<file path="config.mk">
export PLATFORM = sky130hd
export DESIGN_NAME = alu_result_stage
export DESIGN_NICKNAME = d
export VERILOG_FILES = /design/src/rtl/alu_stage_pkg.sv /design/src/rtl/alu_result_stage_history.sv /design/src/rtl/alu_result_stage.sv
export SDC_FILE = /design/constraint.sdc
export NUM_CORES = 1
export LEC_CHECK = 0
export ABC_AREA = 1
export CORE_ASPECT_RATIO = 0.6
export CORE_MARGIN = 5
export CORE_UTILIZATION = 42
export DETAILED_ROUTE_END_ITERATION = 10
export MAX_ROUTING_LAYER = met4
export PLACE_DENSITY_LB_ADDON = 0.3
export SETUP_SLACK_MARGIN = 0.3
export SYNTH_ARGS = -nofsm -noshare
export SYNTH_HDL_FRONTEND = slang
export SYNTH_HIERARCHICAL = 1
export SYNTH_SLANG_ARGS = --single-unit
</file>
<file path="constraint.sdc">
create_clock -name Clock -period 5.5 [get_ports Clock]
set_input_delay 1.1 -clock Clock [delete_from_list [all_inputs] [get_ports Clock]]
set_output_delay 1.1 -clock Clock [all_outputs]
set_load 0.02 [all_outputs]
</file>
<file path="src/rtl/alu_stage_pkg.sv">
// Shared constants and FSM encoding for the ALU result stage.
package alu_stage_pkg;

    localparam int unsigned DATA_W     = 8;
    localparam int unsigned HIST_DEPTH = 4;
    localparam int unsigned FB_W       = 4;
    localparam int unsigned HIST_PTR_W = $clog2(HIST_DEPTH);
    localparam int unsigned HIST_CNT_W = HIST_PTR_W + 1;
    localparam int unsigned STATS_W    = 16;

    typedef enum logic {
        ST_EMPTY = 1'b0,
        ST_FULL  = 1'b1
    } stage_state_t;

endpackage

</file>
<file path="src/rtl/alu_result_stage_history.sv">
// Ring buffer of accepted results: write pointer, saturating count,
// synchronous clear and newest-first indexed read.
module result_history
    import alu_stage_pkg::*;
(
    input  logic                  clk,
    input  logic                  rst,
    input  logic                  clr,
    input  logic                  wr_en,
    input  logic [DATA_W-1:0]     wr_data,
    input  logic [HIST_PTR_W-1:0] rd_sel,
    output logic [DATA_W-1:0]     rd_data,
    output logic [HIST_CNT_W-1:0] count
);

    logic [DATA_W-1:0]     r_mem [HIST_DEPTH];
    logic [HIST_PTR_W-1:0] r_wptr;
    logic [HIST_CNT_W-1:0] r_count;
    logic [HIST_PTR_W-1:0] w_idx;

    // Entry storage, pointer and count; a clear that coincides with a write
    // empties the buffer and then stores the new value as entry 0.
    always_ff @(posedge clk) begin
        if (rst || clr) begin
            for (int unsigned i = 0; i < HIST_DEPTH; i++) begin
                r_mem[i] <= '0;
            end
            r_wptr  <= '0;
            r_count <= '0;
            if (!rst && wr_en) begin
                r_mem[0] <= wr_data;
                r_wptr   <= HIST_PTR_W'(1);
                r_count  <= HIST_CNT_W'(1);
            end
        end else if (wr_en) begin
            r_mem[r_wptr] <= wr_data;
            r_wptr        <= r_wptr + HIST_PTR_W'(1);
            if (r_count != HIST_CNT_W'(HIST_DEPTH)) begin
                r_count <= r_count + HIST_CNT_W'(1);
            end
        end
    end

    // Newest-first read; indices beyond the valid entries read as zero.
    always_comb begin
        w_idx   = r_wptr - HIST_PTR_W'(1) - rd_sel;
        rd_data = '0;
        if (HIST_CNT_W'(rd_sel) < r_count) begin
            rd_data = r_mem[w_idx];
        end
    end

    assign count = r_count;

endmodule

</file>
<file path="src/rtl/alu_result_stage.sv">
// Registered ALU result stage: valid/ready output register, B-operand
// feedback register and result history.
// Optional build macro RESULT_STATS_EN adds a saturating accept counter.
module alu_result_stage
    import alu_stage_pkg::*;
(
    input  logic                  Clock,
    input  logic                  Reset,
    input  logic [DATA_W-1:0]     alu_in,
    input  logic                  in_valid,
    output logic                  in_ready,
    output logic [DATA_W-1:0]     out_data,
    output logic                  out_valid,
    input  logic                  out_ready,
    output logic [FB_W-1:0]       fb_operand,
    input  logic [HIST_PTR_W-1:0] hist_sel,
    output logic [DATA_W-1:0]     hist_data,
    output logic [HIST_CNT_W-1:0] hist_count,
    input  logic                  hist_clr
`ifdef RESULT_STATS_EN
    ,
    output logic [STATS_W-1:0]    accept_cnt
`endif
);

    stage_state_t r_state;
    stage_state_t w_state_nxt;
    logic         w_accept;
    logic         w_consume;

    // State register.
    always_ff @(posedge Clock) begin
        if (Reset) begin
            r_state <= ST_EMPTY;
        end else begin
            r_state <= w_state_nxt;
        end
    end

    // Next state: fill on accept, drain on a consume with no refill.
    always_comb begin
        w_state_nxt = r_state;
        case (r_state)
            ST_EMPTY: if (w_accept) w_state_nxt = ST_FULL;
            ST_FULL:  if (w_consume && !w_accept) w_state_nxt = ST_EMPTY;
            default:  w_state_nxt = ST_EMPTY;
        endcase
    end

    // Handshake outputs; in_ready never depends on in_valid.
    always_comb begin
        out_valid = (r_state == ST_FULL);
        in_ready  = (r_state == ST_EMPTY) || out_ready;
        w_accept  = in_valid && in_ready;
        w_consume = out_valid && out_ready;
    end

    // Output and feedback registers load only on accept, so data holds while stalled.
    always_ff @(posedge Clock) begin
        if (Reset) begin
            out_data   <= '0;
            fb_operand <= '0;
        end else if (w_accept) begin
            out_data   <= alu_in;
            fb_operand <= alu_in[FB_W-1:0];
        end
    end

    result_history u_history (
        .clk     (Clock),
        .rst     (Reset),
        .clr     (hist_clr),
        .wr_en   (w_accept),
        .wr_data (alu_in),
        .rd_sel  (hist_sel),
        .rd_data (hist_data),
        .count   (hist_count)
    );

`ifdef RESULT_STATS_EN
    // Saturating count of accepted results; only Reset clears it.
    always_ff @(posedge Clock) begin
        if (Reset) begin
            accept_cnt <= '0;
        end else if (w_accept && (accept_cnt != {STATS_W{1'b1}})) begin
            accept_cnt <= accept_cnt + STATS_W'(1);
        end
    end
`endif

endmodule
</file>
### After elaboration in Yosys (flattened, before gate mapping)

Memory sizes are Yosys's and may differ from the RTL's.
Cells that the tools add are included.

| word-level totals | value |
|---|---|
| register bits | 18 |
| bits in writable memories | 32 |
| memories kept | 1 |
| input bits | 15 |
| logic and storage cells | 48 |
| output and inout port bits | 25 |

Memory list:

| memory | words | width | read ports | clocked after memory_dff | wr ports | line | RTL |
|---|---|---|---|---|---|---|---|
| u_history.r_mem | 4 | 8 | 1 | 0 | 4 | alu_result_stage_history.sv:16 | `logic [DATA_W-1:0] r_mem [HIST_DEPTH];` |

| cells by class | value |
|---|---|
| muxes and demuxes | 22 |
| $lt $le $gt $ge | 1 |
| bitwise logic cells | 2 |
| equality and inequality tests | 1 |
| $add $sub $neg | 4 |
| reductions and logical operators | 12 |

Operator list:

| cell | count |
|---|---|
| 2-to-1 mux 8 bit | 3 |
| 2-to-1 mux 1 bit | 12 |
| 2-to-1 mux 3 bit | 3 |
| OR reduction 8 bit | 1 |
| 2-to-1 mux 2 bit | 3 |
| logical AND 1 bit | 4 |
| nonzero test 2 bit | 2 |
| adder 3 x 1 -> 3 bit, second input constant | 1 |
| less-than comparator 2 x 3 -> 1 bit | 1 |
| inequality test 3 bit, second input constant | 1 |
| adder 2 x 1 -> 2 bit, second input constant | 1 |
| zero test 1 bit | 2 |
| logical OR 1 bit | 2 |
| one-hot mux 1 bit (2 select lines) | 1 |
| AND reduction 2 bit | 1 |
| subtractor 2 x 1 -> 2 bit, second input constant | 1 |
| subtractor 2 bit | 1 |
| inverter 1 bit | 1 |
| OR 1 bit | 1 |

### Depth between registers and ports, before layout

| depth | value |
|---|---|
| word-level depth | 9 |
| depth in mapped cells | 8 |
| depth with buffers taken out | 7 |

### Hierarchy

The synthesis kept the hierarchy.

Modules (own cells, without submodules):

| module | cells an instance | area each (um^2) | instances | seq. area each (um^2) |
|---|---|---|---|---|
| result_history | 217 | 1919.3 | 1 | 1111.1 |
| alu_result_stage | 62 | 504.2 | 1 | 180.2 |

### Worst setup path before layout

Ideal clock, no wire load.

| timing path | value |
|---|---|
| kind | input -> output |
| start | input hist_sel[0] |
| end | output hist_data[5] |
| slack | 2.237 ns |
| buffers on the path | 1 |
| data required time | 4.400 ns |
| stages | 8 |
| arrival time | 2.163 ns |
| cell sequence | inv_1 > ha_1 > buf_2 > nand2_1 > o21ai_0 > nand3_1 > nand2_1 > nor2_1 |

| on the way | value |
|---|---|
| word-level cells in the longest chain between the ends | 3 |
| elaborated cells on any way between the ends | 4 |
| classes of those cells | 1 x add/sub; 1 x order compare; 1 x mux; 1 x memory |

RTL lines:

| item | line | RTL |
|---|---|---|
| from (decl) | alu_result_stage.sv:16 | `input logic [HIST_PTR_W-1:0] hist_sel,` |
| subtractor 2 bit | alu_result_stage_history.sv:46 | `w_idx = r_wptr - HIST_PTR_W'(1) - rd_sel;` |
| memory (4 x 8 bit) | -- |  |
| 2-to-1 mux 8 bit (*) | alu_result_stage_history.sv:48 | `if (HIST_CNT_W'(rd_sel) < r_count) begin` |
| to (decl) | alu_result_stage.sv:17 | `output logic [DATA_W-1:0] hist_data,` |

Mark *: on every way between the ends. The rest lies on a longest branch, timed or not.

### Worst setup path after layout

| timing path | value |
|---|---|
| start | input hist_sel[0] |
| end | output hist_data[6] |

Same word-level chain as after synthesis.

==> impl_metrics.env <==
export IMPL_power_frac_clock_pct=28.4
export IMPL_cap_violations=0
export IMPL_cp_max_fo=32
export IMPL_syn_nets=298
export IMPL_cp_common_cell="clkdlybuf4s50_1"
export IMPL_slowest_stage="ha_1"
export IMPL_worstHoldPathCells=2
export IMPL_grt_pass1_vias=1583
export IMPL_start_kind="input pin"
export IMPL_clk_path_buf_depth=2
export IMPL_antenna_cells=0
export IMPL_powerDensity_nw_per_um2=295.3
export IMPL_critPathMaxStageDelay_ns=0.81
export IMPL_cts_resized=0
export IMPL_timing_hold_ws_ns=0.4952
export IMPL_routed_wl_um=4987
export IMPL_setup_viol=0
export IMPL_drv_slew=0
export IMPL_synth_seq_cells=46
export IMPL_ys_flop_type="edfxtp_1"
export IMPL_ant_nets=0
export IMPL_drc=0
export IMPL_setup_tns_ns=0
export IMPL_ctsHtreeMaxLevel=2
export IMPL_finalNetCount=335
export IMPL_drt_vias_per_instance=4.673
export IMPL_crit_chain="clkdlybuf4s50_1, inv_1, ha_1, o21ai_0, nand3_1, nand2_1, nor2_1, clkdlybuf4s50_1"
export IMPL_r2r_start="out_valid"
export IMPL_synth_cells=279
export IMPL_synth_largest_area_cell="edfxtp_1"
export IMPL_start_util_pct=43.30
export IMPL_ir_drop_mv=0.1247
export IMPL_r2r_cells=3
export IMPL_cts_clk_slew_worst_paths_ns=0.08
export IMPL_grt_max_degree=33
export IMPL_p_leak_nw=1.251
export IMPL_num_vias=1855
export IMPL_grtUsageTotal_pct=14.27
export IMPL_seqPwrFrac_pct=48.1
export IMPL_die_height_um=68.84
export IMPL_wl_per_cell_um=12.56
export IMPL_post_route_cells_drive_above_1_share_pct=8.833
export IMPL_holdCritStartpoint="out_data[4]"
export IMPL_p_int_uw=620.2
export IMPL_crit_arrival_ns=3.60
export IMPL_num_rows=21
export IMPL_clk_latency_ns=0.30
export IMPL_root_buffer="clkbuf_8"
export IMPL_core_area_um2=5597
export IMPL_io_pins=40
export IMPL_ys_seq_area_share_pct=53.28
export IMPL_dp_hpwl_um=3720
export IMPL_switching_share_pct=28.36
export IMPL_synthMostInstantiatedCell="nor2_1"
export IMPL_run_status="finished, final reports clean"
export IMPL_setup_reg_to_reg_worst_slack_ns=3.39
export IMPL_antenna_found_initial=0
export IMPL_fin_crit_sh_pct=85.43
export IMPL_grt_pass1_wl_um=7652
export IMPL_cp_end_kind="output port"
export IMPL_yosysUniqueCellTypes=27
export IMPL_r2r_end="u_history/r_mem[1][3]"
export IMPL_clock_sinks=46
export IMPL_rsz0062_at_grt="false"
export IMPL_drt_initial_drc_count=117
export IMPL_portBuffers=39
export IMPL_p_switching_uw=245.6
export IMPL_place_congestion=0.8343
export IMPL_die_w_um=108.1
export IMPL_worstHoldPathType="reg -> reg"
export IMPL_hold_end="out_data[4]"
export IMPL_dr_pass1_iters=5
export IMPL_synth_area_leaders="edfxtp_1, nor2_1, inv_1"
export IMPL_clock_skew_final_ns=0.009733
export IMPL_overflow=0
export IMPL_synth_avg_cell_area_um2=8.687
export IMPL_synth_area_um2=2424
export IMPL_area_growth_pct=20.96
export IMPL_dieArea_um2=7440
export IMPL_ys_top_cells_by_count="nor2_1, inv_1, nand2_1"
export IMPL_combPwrFrac_pct=23.5
export IMPL_fmaxAchievable_mhz=212.8
export IMPL_path_class="in -> out"
export IMPL_worst_pin_slew_ns=0.9422
export IMPL_cts_buffers=5
export IMPL_postCtsHoldBufs=0
export IMPL_cp_required_ns=4.40
export IMPL_slew_headroom_pct=37.19
export IMPL_async_flop_share_pct=0
export IMPL_finalHoldViolCount=0
export IMPL_min_period_ns=4.699
export IMPL_post_cts_buffers=0
export IMPL_yosysTopAreaCellShare_pct=45.84
export IMPL_yosysWarnings=6
export IMPL_synth_edf_count=37
export IMPL_cts_tree="done"
==> sequential cells by signal (all words and copies together) (netlist names) <==
name,cells
u_history/r_mem,32
out_data,8
u_history/count,3
u_history/r_wptr,2
out_valid,1
==> logic make-up (layout without fill, tap and decap cells) <==
| logic type | count (synthesis) | in the layout | share of synthesized area [%] |
|---|---|---|---|
| fa+ha+maj | 4 | 4 | 2.065 |
| flops | 46 | 46 | 53.28 |
| xor+xnor | 1 | 1 | 0.3614 |
| buf+inv | 68 | 106 | 12.96 |
| compound gates | 34 | 34 | 8.983 |
| simple gates | 126 | 126 | 22.35 |
==> per-stage QoR <==
stage | cell area (µm²) | worst slack [ns] | instances | total power [mW] | util (%)
finish | 2932 | 0.8011 | 397 | 0.8657 | 52.38
global route | 2932 | 0.5926 | 397 | 0.9131 | 52.38
CTS | 2932 | 0.8250 | 397 | 0.8732 | 52.38
detailed placement | 2825 | 0.8470 | 389 | 0.6271 | 50.48
global placement | 2825 | 0.8423 | 389 | 0.6253 | 50.48
floorplan | 2424 | 2.237 | 279 | 0.5541 | -
==> layout by cell type, fill, tap and decap left out, types with 5 or more instances in the layout <==
| master | count |
|---|---|
| nor2_1 | 58 |
| inv_1 | 54 |
| nand2_1 | 40 |
| clkdlybuf4s50_1 | 39 |
| edfxtp_1 | 37 |
| o21ai_0 | 19 |
| nand3_1 | 17 |
| dfxtp_1 | 9 |
| a21oi_2 | 7 |
| clkbuf_8 | 5 |
==> routing by layer <==
metal	track usage [%]	part of all wire [%]
met1	21.63	51
met2	17.72	41
met3	3.721	7.0
met4	5.197	1.1
met5	-	0
==> how the worst max path moves through the flow <==
stage                 from      endpoint  slack, ns
5_1_grt        hist_sel[0]  hist_data[6]       0.59
4_1_cts        hist_sel[0]  hist_data[6]       0.82
3_3_place_gp   hist_sel[0]  hist_data[6]       0.84
6_report       hist_sel[0]  hist_data[6]       0.80
2_1_floorplan  hist_sel[0]  hist_data[5]       2.24
3_5_place_dp   hist_sel[0]  hist_data[6]       0.85
==> layout make-up <==
class | count | area (µm²)
clock buffer | 7 | 76.32
timing repair buffer | 40 | 397.9
fill | 539 | 2665
sequential | 46 | 1291
tap | 80 | 100.1
multi-input combinational | 165 | 818.3
inverter | 58 | 217.7
clock inverter | 1 | 30.03
==> power by group through the flow <==
stage	clock [mW]	sequential, mW	combinational, mW
final	0.246	0.417	0.203
after global routing	0.271	0.419	0.223
after CTS	0.253	0.417	0.204
after detailed placement	0	0.425	0.202
after global placement	0	0.424	0.201
after floorplan	0	0.431	0.123
==> worst max-delay path, delay by kind of cell <==
family	cells	cell delay (ns)
fa+ha+maj	1	0.81
compound gates	1	0.21
simple gates	3	0.33
buf+inv	3	1.13
(Power assumes the default switching activity.)
